`config.mk`:
```
export PLATFORM = sky130hd
export DESIGN_NAME = fetch_unit
export DESIGN_NICKNAME = d
export VERILOG_FILES = /design/src/rtl/fetch_unit.sv
export SDC_FILE = /design/constraint.sdc
export NUM_CORES = 1
export LEC_CHECK = 0
export ABC_AREA = 1
export CAP_MARGIN = 20
export CORE_ASPECT_RATIO = 1.25
export CORE_UTILIZATION = 40
export DETAILED_ROUTE_END_ITERATION = 16
export SYNTH_ARGS = -nofsm -noshare
export SYNTH_HDL_FRONTEND = slang
export SYNTH_SLANG_ARGS = --single-unit
```
`constraint.sdc`:
```
create_clock -name clk -period 4.85 [get_ports clk]
set_input_delay 0.97 -clock clk [delete_from_list [all_inputs] [get_ports clk]]
set_output_delay 0.97 -clock clk [all_outputs]
set_load 0.03 [all_outputs]
```
`src/rtl/fetch_unit.sv`:
```
// fetch_unit: instruction fetch stage feeding decode from a small prefetch FIFO.
// Optional feature macro: FETCH_PERF_CNT_EN adds stall_cnt/flush_cnt outputs.
// Contains a generic flushable FIFO (fifo) and the fetch_unit top.

// Generic synchronous FIFO with count output and single-cycle flush.
// Latency: a push is visible at the head on the cycle after the write edge.
// Backpressure: caller must not push when full; pop of an empty FIFO is ignored.
module fifo #(
  parameter int WIDTH = 64,
  parameter int DEPTH = 4
) (
  input  logic                       clk,
  input  logic                       reset,
  input  logic                       flush,
  input  logic                       push,
  input  logic [WIDTH-1:0]           push_dat,
  input  logic                       pop,
  output logic [WIDTH-1:0]           head_dat,
  output logic [$clog2(DEPTH+1)-1:0] count
);
  localparam int AW = $clog2(DEPTH);
  localparam int CW = $clog2(DEPTH+1);

  logic [WIDTH-1:0] mem [DEPTH];
  logic [AW-1:0]    wr_ptr;
  logic [AW-1:0]    rd_ptr;
  logic             pop_ok;

  assign pop_ok   = pop && (count != '0);
  assign head_dat = mem[rd_ptr];

  // Storage write; entries need no reset because count gates visibility
  always_ff @(posedge clk) begin
    if (push && !flush && !reset) begin
      mem[wr_ptr] <= push_dat;
    end
  end

  // Pointer and occupancy bookkeeping; flush discards everything at once
  always_ff @(posedge clk) begin
    if (reset || flush) begin
      wr_ptr <= '0;
      rd_ptr <= '0;
      count  <= '0;
    end else begin
      if (push) begin
        wr_ptr <= wr_ptr + AW'(1);
      end
      if (pop_ok) begin
        rd_ptr <= rd_ptr + AW'(1);
      end
      case ({push, pop_ok})
        2'b10:   count <= count + CW'(1);
        2'b01:   count <= count - CW'(1);
        default: count <= count;
      endcase
    end
  end
endmodule

// Fetch PC owner: issues imem reads, buffers {inst, pc}, hands them to decode.
// Latency: issue at t, entry pushed at end of t+1, id_valid in t+2; jump -> id_valid t+3.
// Backpressure: id_ready=0 holds the head; issue stops once buffered+in-flight reaches DEPTH.
module fetch_unit #(
  parameter int          DEPTH    = 4,
  parameter logic [31:0] RESET_PC = 32'h0
) (
  input  logic        clk,
  input  logic        reset,
  input  logic        jump_flag,
  input  logic [31:0] jump_target,
  output logic        imem_req,
  output logic [31:0] imem_addr,
  input  logic [31:0] imem_data,
  output logic        id_valid,
  input  logic        id_ready,
  output logic [31:0] id_inst,
  output logic [31:0] id_pc
`ifdef FETCH_PERF_CNT_EN
  ,
  output logic [31:0] stall_cnt,
  output logic [31:0] flush_cnt
`endif
);
  localparam int          CW  = $clog2(DEPTH+1);
  localparam logic [31:0] NOP = 32'h00000013;

  typedef struct packed {
    logic [31:0] inst;
    logic [31:0] pc;
  } fetch_ent_t;

  logic [31:0] fetch_pc;
  logic [31:0] inflight_pc;
  logic        inflight;
  logic [CW-1:0] count;
  logic [CW:0]   occupancy;
  logic        issue;
  logic        pop;
  fetch_ent_t  push_dat;
  fetch_ent_t  head_dat;

  // Slots already promised: buffered entries plus the read still in flight
  assign occupancy = {1'b0, count} + {{CW{1'b0}}, inflight};
  assign issue     = !reset && !jump_flag && (occupancy < (CW+1)'(DEPTH));
  assign imem_req  = issue;
  assign imem_addr = fetch_pc;

  assign push_dat.inst = imem_data;
  assign push_dat.pc   = inflight_pc;

  assign id_valid = (count != '0);
  assign pop      = id_valid && id_ready;
  assign id_inst  = id_valid ? head_dat.inst : NOP;
  assign id_pc    = id_valid ? head_dat.pc   : 32'h0;

  // Prefetch buffer; a jump flushes it and drops the response arriving now
  fifo #(
    .WIDTH ($bits(fetch_ent_t)),
    .DEPTH (DEPTH)
  ) u_fifo (
    .clk      (clk),
    .reset    (reset),
    .flush    (jump_flag),
    .push     (inflight),
    .push_dat (push_dat),
    .pop      (pop),
    .head_dat (head_dat),
    .count    (count)
  );

  // Fetch PC advance, redirect on jump, and in-flight read tracking
  always_ff @(posedge clk) begin
    if (reset) begin
      fetch_pc    <= RESET_PC;
      inflight    <= 1'b0;
      inflight_pc <= 32'h0;
    end else if (jump_flag) begin
      fetch_pc <= {jump_target[31:2], 2'b00};
      inflight <= 1'b0;
    end else begin
      inflight <= issue;
      if (issue) begin
        fetch_pc    <= fetch_pc + 32'd4;
        inflight_pc <= fetch_pc;
      end
    end
  end

`ifdef FETCH_PERF_CNT_EN
  // Saturating counters for decode stall cycles and flush cycles
  always_ff @(posedge clk) begin
    if (reset) begin
      stall_cnt <= 32'h0;
      flush_cnt <= 32'h0;
    end else begin
      if (id_valid && !id_ready && (stall_cnt != 32'hFFFFFFFF)) begin
        stall_cnt <= stall_cnt + 32'd1;
      end
      if (jump_flag && (flush_cnt != 32'hFFFFFFFF)) begin
        flush_cnt <= flush_cnt + 32'd1;
      end
    end
  end
`endif
endmodule

```
Word level (Yosys, flattened, before mapping)
Memory sizes are Yosys's and may differ from the RTL's. A register that Yosys moved wholly into a read port is not among the register bits.
Cells that the tools add are included.
{"block": "classes", "addsub": 6, "n_mux": 9, "eq_ne": 2, "order_cmp": 1, "n_reduce_logical": 14, "n_bitwise": 1}
{"cell": "32-bit two-way mux", "n": 4}
{"cell": "32-bit by 3-bit adder with 32-bit output (second input constant)", "n": 1}
{"cell": "1-bit logical AND", "n": 6}
{"cell": "3-bit one-hot mux with 2 select lines", "n": 1}
{"cell": "2-bit by 1-bit adder with 2-bit output (second input constant)", "n": 2}
{"cell": "3-bit by 1-bit adder with 4-bit output", "n": 1}
{"cell": "4-bit by 3-bit less-than comparator with 1-bit output (second input constant)", "n": 1}
{"cell": "2-bit two-way mux", "n": 2}
{"cell": "2-bit nonzero test", "n": 2}
{"cell": "3-bit by 1-bit adder with 3-bit output (second input constant)", "n": 1}
{"cell": "3-bit nonzero test", "n": 1}
{"cell": "3-bit by 1-bit subtractor with 3-bit output (second input constant)", "n": 1}
{"cell": "2-bit by 1-bit == test with 1-bit output (second input constant)", "n": 1}
{"cell": "2-bit == test (second input constant)", "n": 1}
{"cell": "1-bit logical NOT", "n": 2}
{"cell": "1-bit two-way mux", "n": 2}
{"cell": "2-bit AND reduction", "n": 1}
{"cell": "2-bit OR reduction", "n": 1}
{"cell": "1-bit logical OR", "n": 1}
{"cell": "1-bit inverter", "n": 1}
{"block": "word_totals", "register_bits": 72, "elab_cells": 41, "mem_count": 1, "out_inout_bits": 98, "ramBits": 256}
{"name": "u_fifo.mem", "words": 4, "word_bits": 64, "read_ports": 1, "rd_ports_with_merged_regs": 1, "wr": 1, "line_no": "24", "text": "logic [WIDTH-1:0] mem [DEPTH];"}

Depth between registers and ports, before layout
Gate-level depths: netlist of the first run.
{"block": "depth", "ltp_word": 5, "mapped_depth": 10, "mapped_depth_nobuf": 10}

Cells and area by module
A second synthesis of the first run with hierarchy kept.
{"block": "hier_totals", "hier_cells": 1319, "hier_area_um2": 13847.0}
{"module": "fifo", "seq_area_each_um2": 7867.5, "area_each_um2": 9965.8, "cells_per_inst": 682, "n_inst": 1}
{"module": "fetch_unit", "seq_area_each_um2": 1221.2, "area_each_um2": 3881.2, "cells_per_inst": 637, "n_inst": 1}

Worst setup path before layout of the first run
No wires, ideal clock.
{"block": "synth_timing", "path_kind": "input to register", "start": "input port jump_flag", "end": "memory u_fifo.mem[0][10], enable pin", "setup_ns": 0.482, "n_path_buf": 0, "t_arrival_ns": 3.851, "path_slack_ns": 0.517, "t_required_ns": 4.368, "path_stages": 3, "cell_sequence": "nor2_4 -> nand2_1 -> nor2_1"}
{"block": "synth_via", "elab_chain_len": 5}
{"element": "start: declaration", "line_no": "70", "text": "input logic jump_flag,"}
{"element": "1-bit logical NOT", "line_no": "34", "text": "if (push && !flush && !reset) begin"}
{"element": "1-bit logical AND (2 in series)", "line_no": "34"}
{"element": "1-bit two-way mux", "line_no": "34"}
{"element": "1-bit two-way mux (implied by the code)", "line_no": "35", "text": "mem[wr_ptr] <= push_dat;"}
{"element": "end: declaration", "line_no": "24"}
Every way passes these cells.

==> results.md, run 1 <==
- Vias in the first global route: 9127
- Commonest non-fill, non-tap cells in the layout: nor2_1, edfxtp_1, o21ai_0
- Finished layout cell area: 16300 um2
- Status: finished clean
- Starting DRT DRC Count: 617
- Drt pass-1 iters: 4
- Final period utilization: 0.802
- ANT nets after route: 0
- CP Data Required Time: 3.88 ns
- Max Root-Sink Buffers: 3
- Yosys warns: 0
- DPL Wire Length: 18.8 mm
- Starting Density: 0.406
- Power consumption: 0.00589 W
- Ant diodes: 0
- Placed Area: 15300 um2
- Syn avg cell area: 10.0 um2
- DR WL/cell: 16.3 um
- Hold buffers post-CTS: 0
- Clock root cell: clkbuf_16
- Port bufs: 159
- Seq pwr share: 0.516
- # fillers: 2929
- Die area: 33900 um2
- Fin Hold WS: 0.461 ns
- Clk pwr share: 0.398
- RSZ-0062 raised after global routing: no
- CP Max Fanout: 86
- Seq/Total Area, Yosys: 0.666
- Syn Inst Count: 1322
- Comb power frac: 0.086
- Horiz. Die Dim: 165 um
- Met3 routed WL: 1.43 mm
- H-Tree Depth: 1
- Critical path arrival: 2.92 ns
- Clock sink count: 318
- Library cells used by synthesis: 30
- Max layer used: met4
- Post-cts resize count: 0
- Hold crit path type: register to register
- Clk pin slew, worst setup/hold paths: 0.06 ns
- Fin Setup TNS: 0 ns
- Largest net degree at the start of global routing: 125
- Crit path time final: 3.89 ns
- CP Launch Type: register
- Drt via density: 4.96
- Leakage: 5.73 nW
- Post-Syn Area: 13300 um2
- Gpl congestion: 0.879
- Maximum VDD drop: 0.213 mV
- Total wire length: 31.0 mm
- Core Rows: 74
- Clock Latency Late Sink: 0.55 ns
- Grt total ovfl: 0
- Final Hold Fails: 0
- Postcts setup bufs: 0
- First-pass GRT wire length: 48.2 mm
- Max_cap viols: 0
- Slew @ Worst Pin: 0.880 ns
- Vias: 9450
- Crit Path Category: register to primary output
- Routed wl met2: 15.7 mm
- Initial antenna violation count: 0
- Net Sw Frac: 0.228
- Area Overhead vs Synth: 22.9%
- Share of layout cells above drive strength 1: 0.0659
- Nets: 1537
- Worst r2r src: u_fifo.count[0]
- PwrDens: 361 nW/um2
- Commonest non-fill, non-tap cell in the layout: nor2_1
- Hold_sp: u_fifo.rd_ptr[1]
- Total track usage: 0.184
- Slew Limit Headroom: 0.414
- CP Capture Type: primary output
- Die height: 206 um
- CTS Buf Count: 30
- Cell-internal power: 0.00454 W
- Yosys reg bits: 318
- Clock tree from TritonCTS: built
- Setup Skew: 0.0109 ns
- Core ar.: 32700 um2
- Max Fclk: 257 MHz
- Met1 wire length: 12.9 mm
- Max Transition Viols Final: 0
- Final Setup Violations: 0
- DRC viols: 0
- P_sw: 0.00134 W
- Top-Level Pins: 166
[path summary, 6_finish.rpt]
path	slack [ns]	endpoint	depth (start not counted)
setup / recovery	0.96	id_pc[12]	5
hold / removal	0.46	register	2
setup reg to reg	2.62	u_fifo.count[1]	8
hold reg to reg	0.46	register	2
[logic make-up after synthesis]
family / Yosys count / share of synthesized area
AOI/OAI and AO/OA: 264 / 0.101
xor gates and xnor gates: 7 / 0.00462
adders and majority gates: 7 / 0.00716
buffers and inverters: 164 / 0.0511
DFF: 318 / 0.666
other: 1 / 0.000282
and+or+nand+nor: 561 / 0.169
[metrics by stage]
| step | worst slack (ns) | util | instances |
|---|---|---|---|
| floorplan | 0.517 | - | 1325 |
| global placement | 1.45 | 0.468 | 1848 |
| detailed placement | 1.43 | 0.468 | 1848 |
| CTS | 0.913 | 0.499 | 1904 |
| global route | 0.823 | 0.499 | 1904 |
| finish | 0.963 | 0.499 | 1904 |
[per-layer routing]
metal / vias up / GRT usage
met3: 57 / 0.0222
met1: 4428 / 0.224
met2: 233 / 0.329
met4: 0 / 0.0718
li1: 4732 / -
met5: - / 0
[critical path: stages (launching register included)]
cell and delay (ns):
dfxtp_4 0.35, clkinv_2 0.36, buf_12 0.34, o21ai_0 0.15, a21oi_1 0.34, clkdlybuf4s50_1 0.74
[cell type report]
| type | instances | area [um2] | area share |
|---|---|---|---|
| Sequential cell | 318 | 8850 | 0.543 |
| Multi-Input combinational cell | 843 | 3800 | 0.233 |
| Timing Repair Buffer | 177 | 1770 | 0.109 |
| Clock buffer | 43 | 912 | 0.0559 |
| Tap cell | 418 | 523 | 0.0321 |
| Inverter | 92 | 347 | 0.0212 |
| Clock inverter | 13 | 105 | 0.00644 |
[synth_stat cells]
library cell | count | share of area
a22oi_1 | 2 | 0.0011
a211oi_1 | 1 | 0.00057
nand3_1 | 48 | 0.018
nor2_4 | 1 | 0.00085
nor2_1 | 333 | 0.094
a21oi_1 | 94 | 0.035
nand3b_1 | 2 | 0.0011
nand3_2 | 1 | 0.00075
nor3_1 | 13 | 0.0049
inv_2 | 3 | 0.00085
dfxtp_1 | 70 | 0.11
and2_1 | 1 | 0.00047
fa_1 | 1 | 0.0015
clkbuf_1 | 44 | 0.012
buf_2 | 20 | 0.0075
o311ai_0 | 3 | 0.0020
xor2_1 | 7 | 0.0046
edfxtp_1 | 248 | 0.56
buf_4 | 4 | 0.0023
nor2_2 | 14 | 0.0066
o21ai_0 | 160 | 0.060
nor3_2 | 1 | 0.00075
nand2_2 | 1 | 0.00047
o21ai_1 | 4 | 0.0015
nand2_1 | 146 | 0.041
conb_1 | 1 | 0.00028
buf_1 | 1 | 0.00028
ha_1 | 6 | 0.0057
inv_1 | 89 | 0.025
buf_6 | 3 | 0.0025
[sequential cells by signal, summed over array words and instances (netlist names), named ones only]
register,count
imem_addr,30
inflight,1
inflight_pc,30
u_fifo.count,3
u_fifo.wr_ptr,2
u_fifo.rd_ptr,2
u_fifo.mem,248
[power groups by stage]
| stage | sequential [W] | clock [W] | combinational [W] |
|---|---|---|---|
| final | 0.00304 | 0.00234 | 0.000507 |
| after global routing | 0.00304 | 0.00250 | 0.000556 |
| after CTS | 0.00304 | 0.00240 | 0.000515 |
| after detailed placement | 0.00310 | 0 | 0.000512 |
| after global placement | 0.00309 | 0 | 0.000507 |
| after floorplan | 0.00311 | 0 | 0.000257 |
(Power assumes the default switching activity.)
==> run 2: changes to the inputs <==
==> constraint.sdc (replaced) <==
create_clock -name clk -period 3.9 [get_ports clk]
set_input_delay 0.78 -clock clk [delete_from_list [all_inputs] [get_ports clk]]
set_output_delay 0.78 -clock clk [all_outputs]
set_load 0.03 [all_outputs]
==> run 2 against run 1 <==
  * Cell count up 0.53%
  * Core utilization about the same
  * Critical path type unchanged
  * Global-route usage about the same
  * Sequential power up 24%
  * Cell area about the same
  * Clock power up 21%
  * Non-clock buffer count up 9
  * Via count up 0.16%
  * Total power up 23%
  * Critical path depth up 1
  * Combinational power up 24%
  * Die area unchanged
==> results.md, run 2 (synthesized netlist as in run 1, its figures left out) <==
- Clk pwr share: 0.391 (-0.007)
- Postcts setup bufs: 0 (unchanged)
- Reg with most FFs: u_fifo.mem
- Worst r2r src: u_fifo.count[0]
- Total track usage: 0.184 (-0.000333)
- Die height: 206 um (unchanged)
- Fin util: 0.500 (about the same)
- Hold buffers post-CTS: 0 (unchanged)
- Port bufs: 159 (unchanged)
- CP Data Required Time: 3.12 ns (-0.76 ns)
- Gpl congestion: 0.870 (-1.0%)
- Core ar.: 32700 um2 (unchanged)
- First-pass GRT wire length: 48.2 mm (about the same)
- Ant diodes: 0 (unchanged)
- Slew Limit Headroom: 0.565 (+0.152)
- Max Fclk: 272 MHz
- R2R Setup Slk: 1.75 ns (-0.87 ns)
- Fin Hold WS: 0.470 ns (+0.00920 ns)
- Flip-flop and latch area: 8850 um2 (unchanged)
- Worst path slowest cell: clkdlybuf4s50_1
- Crit path time final: 3.68 ns
- Slowest stage delay, CP: 0.73 ns (about the same)
- Total wire length: 30.8 mm (-0.72%)
- # fillers: 2952 (+0.79%)
- Final Setup Violations: 0 (unchanged)
- Drt via density: 4.95 (-0.36%)
- DP Cell Count: 1857 (+0.49%)
- CTS Buf Count: 31 (+3.3%)
- Comb power frac: 0.087 (about the same)
- Cell-internal power: 0.00561 W (+23%)
- Top-Level Pins: 166 (unchanged)
- Area of the multi-input gates: 3800 um2 (unchanged)
- CP Launch Type: register
- Clock tree from TritonCTS: built
- Final Hold Fails: 0 (unchanged)
- Drt pass-1 iters: 5 (+1)
- Net Sw Frac: 0.225 (-0.00271)
- Starting Density: 0.406 (unchanged)
- Crit path top cell by count: nor2_1
- Commonest non-fill, non-tap cell in the layout: nor2_1
- Hold_sp: u_fifo.rd_ptr[1]
- Critical path arrival: 2.90 ns (-0.02 ns)
- Grt total ovfl: 0 (unchanged)
- Initial antenna violation count: 0 (unchanged)
- Critical path's top delay family: buffers and inverters
- CP Capture Type: primary output
- Worst Reg-to-Reg Cells: 10 (+2)
- Clock root cell: clkbuf_16
- PwrDens: 444 nW/um2 (+23%)
- Slew @ Worst Pin: 0.652 ns (-0.227 ns)
- Status: finished clean
- WHS Path Cells: 2 (unchanged)
- Worst path depth: 6 (+1)
- RSZ-0062 raised after global routing: no
- Area Overhead vs Synth: 23.0% (about the same)
- Starting DRT DRC Count: 524 (-15%)
- Max reg flops: 248 (unchanged)
- Largest net degree at the start of global routing: 59 (-53%)
- CP Cell Sequence: buf_4, nor2_1, nor2_1, o21ai_0, a21oi_1, clkdlybuf4s50_1
- Core Rows: 74 (unchanged)
- Vias: 9465 (+0.16%)
- Hold crit path type: register to register
- Final period utilization: 0.943
- H-Tree Depth: 1 (unchanged)
- Horiz. Die Dim: 165 um (unchanged)
- Setup Skew: 0.00705 ns (-0.00381 ns)
- Nets: 1547 (+0.65%)
- ANT nets after route: 0 (unchanged)
- Seq pwr share: 0.522 (+0.006)
- Max_cap viols: 0 (unchanged)
- Clock sink count: 318 (unchanged)
- CP Buf/Inv Count: 2 (-1)
- Crit Path Category: register to primary output
- Die area: 33900 um2 (unchanged)
- Vias in the first global route: 9306 (+2.0%)
- Clock Latency Late Sink: 0.55 ns (about the same)
- DRC viols: 0 (unchanged)
- P_sw: 0.00163 W (+22%)
- RR Endpoint: u_fifo.count[2]
- DR WL/cell: 16.1 um (-1.2%)
- Post-cts resize count: 0 (unchanged)
- Leakage: 5.76 nW (+0.43%)
- Max Transition Viols Final: 0 (unchanged)
- Clk pin slew, worst setup/hold paths: 0.06 ns (about the same)
- CP Max Fanout: 52 (-40%)
- Max Root-Sink Buffers: 3 (unchanged)
- Commonest non-fill, non-tap cells in the layout: nor2_1, edfxtp_1, o21ai_0
- Maximum VDD drop: 0.322 mV (+51%)
- Cell Count, Final, Fillers Out: 1914 (+0.53%)
- DPL Wire Length: 19.4 mm (+3.2%)
- Share of layout cells above drive strength 1: 0.0682 (+0.00223)
run 2: layout make-up:
cell class | instances | share of cell area
clock inverter | 8 | 0.00414
timing repair buffer | 186 | 0.112
multi-input combinational | 843 | 0.233
inverter | 92 | 0.0213
tap | 418 | 0.0320
sequential | 318 | 0.542
clock buffer | 49 | 0.0556
run 2: metal layers:
metal	track usage	vias to the layer above	wire, um
met5	0	-	0
met4	0.0577	0	737
met3	0.0216	46	1140
met2	0.326	184	15300
met1	0.232	4484	13600
li1	-	4751	-
run 2: power groups by stage:
stage	clock network (W)	registers, W	logic [W]
after global placement	0	0.00385	0.000628
after global routing	0.00303	0.00379	0.000690
after floorplan	0	0.00387	0.000320
after detailed placement	0	0.00385	0.000634
final	0.00283	0.00378	0.000630
after CTS	0.00289	0.00378	0.000637
run 2: worst max path at each step:
stage | to | slack (ns)
5_1_grt | id_pc[27] | 0.003
2_1_floorplan | u_fifo.mem[0][10] | -0.24
3_5_place_dp | id_pc[27] | 0.70
3_3_place_gp | id_pc[27] | 0.70
6_report | id_pc[13] | 0.22
4_1_cts | id_pc[27] | 0.11
run 2: stage by stage:
step                      setup slack (ns)  power (W)  TNS [ns]  instance area (um2)
final                                0.224    0.00724         0                16300
after global routing               0.00316    0.00750         0                16300
after CTS                            0.112    0.00731         0                16300
after detailed placement             0.705    0.00449         0                15300
after global placement               0.699    0.00448         0                15300
after floorplan                     -0.243    0.00419    -60.33                13300
run 2: worst register-to-register path: cells and delay by family, from the launching register on:
kind	cells	cell delay (ns)
adders and majority gates	2	0.56
buffers and inverters	2	0.29
and+or+nand+nor	2	0.31
AOI/OAI and AO/OA	4	0.47
DFF	1	0.42
==> RTL change, RTL diff (config.mk and constraints of run 2) <==
`DEPTH` is set to 4 in 2 places; all go to 2.
--- a/src/rtl/fetch_unit.sv
+++ b/src/rtl/fetch_unit.sv
@@ -7,7 +7,7 @@
 // Backpressure: caller must not push when full; pop of an empty FIFO is ignored.
 module fifo #(
   parameter int WIDTH = 64,
-  parameter int DEPTH = 4
+  parameter int DEPTH = 2
 ) (
   input  logic                       clk,
   input  logic                       reset,
@@ -62,7 +62,7 @@
 // Latency: issue at t, entry pushed at end of t+1, id_valid in t+2; jump -> id_valid t+3.
 // Backpressure: id_ready=0 holds the head; issue stops once buffered+in-flight reaches DEPTH.
 module fetch_unit #(
-  parameter int          DEPTH    = 4,
+  parameter int          DEPTH    = 2,
   parameter logic [31:0] RESET_PC = 32'h0
 ) (
   input  logic        clk,
Function: changed (a bounded check fails within 4 cycles, from zero or initial values and one cycle with reset high).
==> RTL change against run 2 <==
Synthesized cell count is 36% lower; largest cell class unchanged; count of clock-buffer cells in the layout fell by 27; critical path depth down 1; power is 41% lower; routed wire length is 35% lower; synthesized area down 39%; setup slack better by 0.40 ns; critical endpoint is now id_inst[11]; sequential cell count decreased by 128; sequential power is 40% lower; cell area fell by 36%; critical path type unchanged.
==> RTL change: results (changes against run 2) <==
The final routed wirelength across all metal layers came out at 19890 um (was 30800 um). The number of cells traversed by the worst register-to-register path works out to 8 (was 10). The tools report the final instance count without filler cells as 1274 (was 1914). The final HPWL from detailed placement is 13050 um (was 19370 um), and the ratio of cells with drive above 1 in the final layout is 0.06442 (was 0.06818). The leakage power was 3.805 nW (was 5.758 nW). The post-synthesis adder-cell area fraction came out at 0.003114 (was 0.007162). The count of flip-flops with a built-in enable after synthesis came out at 124 (was 248). The run gives 0.455 mW (was 0.630 mW) as the power in combinational cells. The number of cells in the design after placement came out at 1242 (was 1857).

The instance area after placement was 9886 um^2 (was 15350 um^2). The logs give 17 (was 31) for the TritonCTS buffer count and 5925 (was 9306) for the number of global-route vias before repair. The flow ran to the end, and the final reports show no timing, DRC or antenna violations. The compound-gate portion of the synthesized area is 0.1026 (was 0.1009), and the share of total power consumed by net switching is 0.2471 (was 0.2254). The routability congestion estimate came out at 0.8389 (was 0.8700). The run gives 357 (was 524) as the DRC violation total after the first TritonRoute iteration. The worst voltage drop across the vdd grid was 0.0003262 V (was 0.0003219 V). Total power: 4.290 mW (was 7.242 mW). The logs give 0.8662 ns (was 0.7048 ns) for the setup slack after placement and 0.006939 ns (was 0.007051 ns) for the worst setup skew after layout.

The total routing usage reported by global routing is 0.2011 (was 0.1838), and the flip-flop count of the largest register after layout is 124 (was 248). The post-detailed-route via-to-cell ratio came out at 4.929 (was 4.945). The tools report the largest net degree at the start of global routing as 74 (was 59). The count of TritonRoute iterations in the first routing pass is 4 (was 5), and the stage delay of the slowest cell on the critical path is 0.69 ns (was 0.73 ns).
RTL change: cell types whose count changed after synthesis, moves of 5 or more:
cell,change
a211oi_1,+10
a31oi_1,+7
buf_2,-11
clkbuf_1,-21
edfxtp_1,-124
inv_1,-26
nand2_1,+107
nand3_1,-6
nor2_1,-269
nor2_2,-9
nor3_1,-5
o21ai_0,-126
RTL change: area by class of cell:
type	instances	area, um^2	share of cell area
Clock buffer	22	454.2	0.04359
Inverter	66	247.7	0.02378
Multi-Input combinational cell	550	2544	0.2441
Sequential cell	190	5046	0.4843
Tap cell	265	331.6	0.03182
Timing Repair Buffer	171	1717	0.1647
Clock inverter	10	80.08	0.007685
RTL change: path summary, 6_finish.rpt:
check | start | endpoint | slack, ns
worst min-delay path | inflight_pc[13]$_SDFFE_PP0P_ | u_fifo.mem[1][13]$_DFFE_PP_ | 0.45
worst max register to register | u_fifo.count[0]$_SDFFE_PP0P_ | u_fifo.count[1]$_SDFFE_PP0P_ | 1.85
worst max-delay path | flip-flop | id_inst[11] | 0.62
worst min register to register | inflight_pc[13]$_SDFFE_PP0P_ | u_fifo.mem[1][13]$_DFFE_PP_ | 0.45
RTL change: cell families after synthesis:
logic type	Yosys count
AOI/OAI and AO/OA	152
xor gates and xnor gates	6
adders and majority gates	2
buffers and inverters	111
DFF	190
other	1
and+or+nand+nor	386
RTL change: per-layer routing:
| layer | share of wire | track usage | wire length, um | vias up |
|---|---|---|---|---|
| li1 | - | - | - | 3130 |
| met1 | 0.43 | 0.2489 | 8465 | 2924 |
| met2 | 0.50 | 0.3486 | 9914 | 201 |
| met3 | 0.058 | 0.03731 | 1159 | 25 |
| met4 | 0.018 | 0.06952 | 349 | 0 |
| met5 | 0 | 0 | 0 | - |
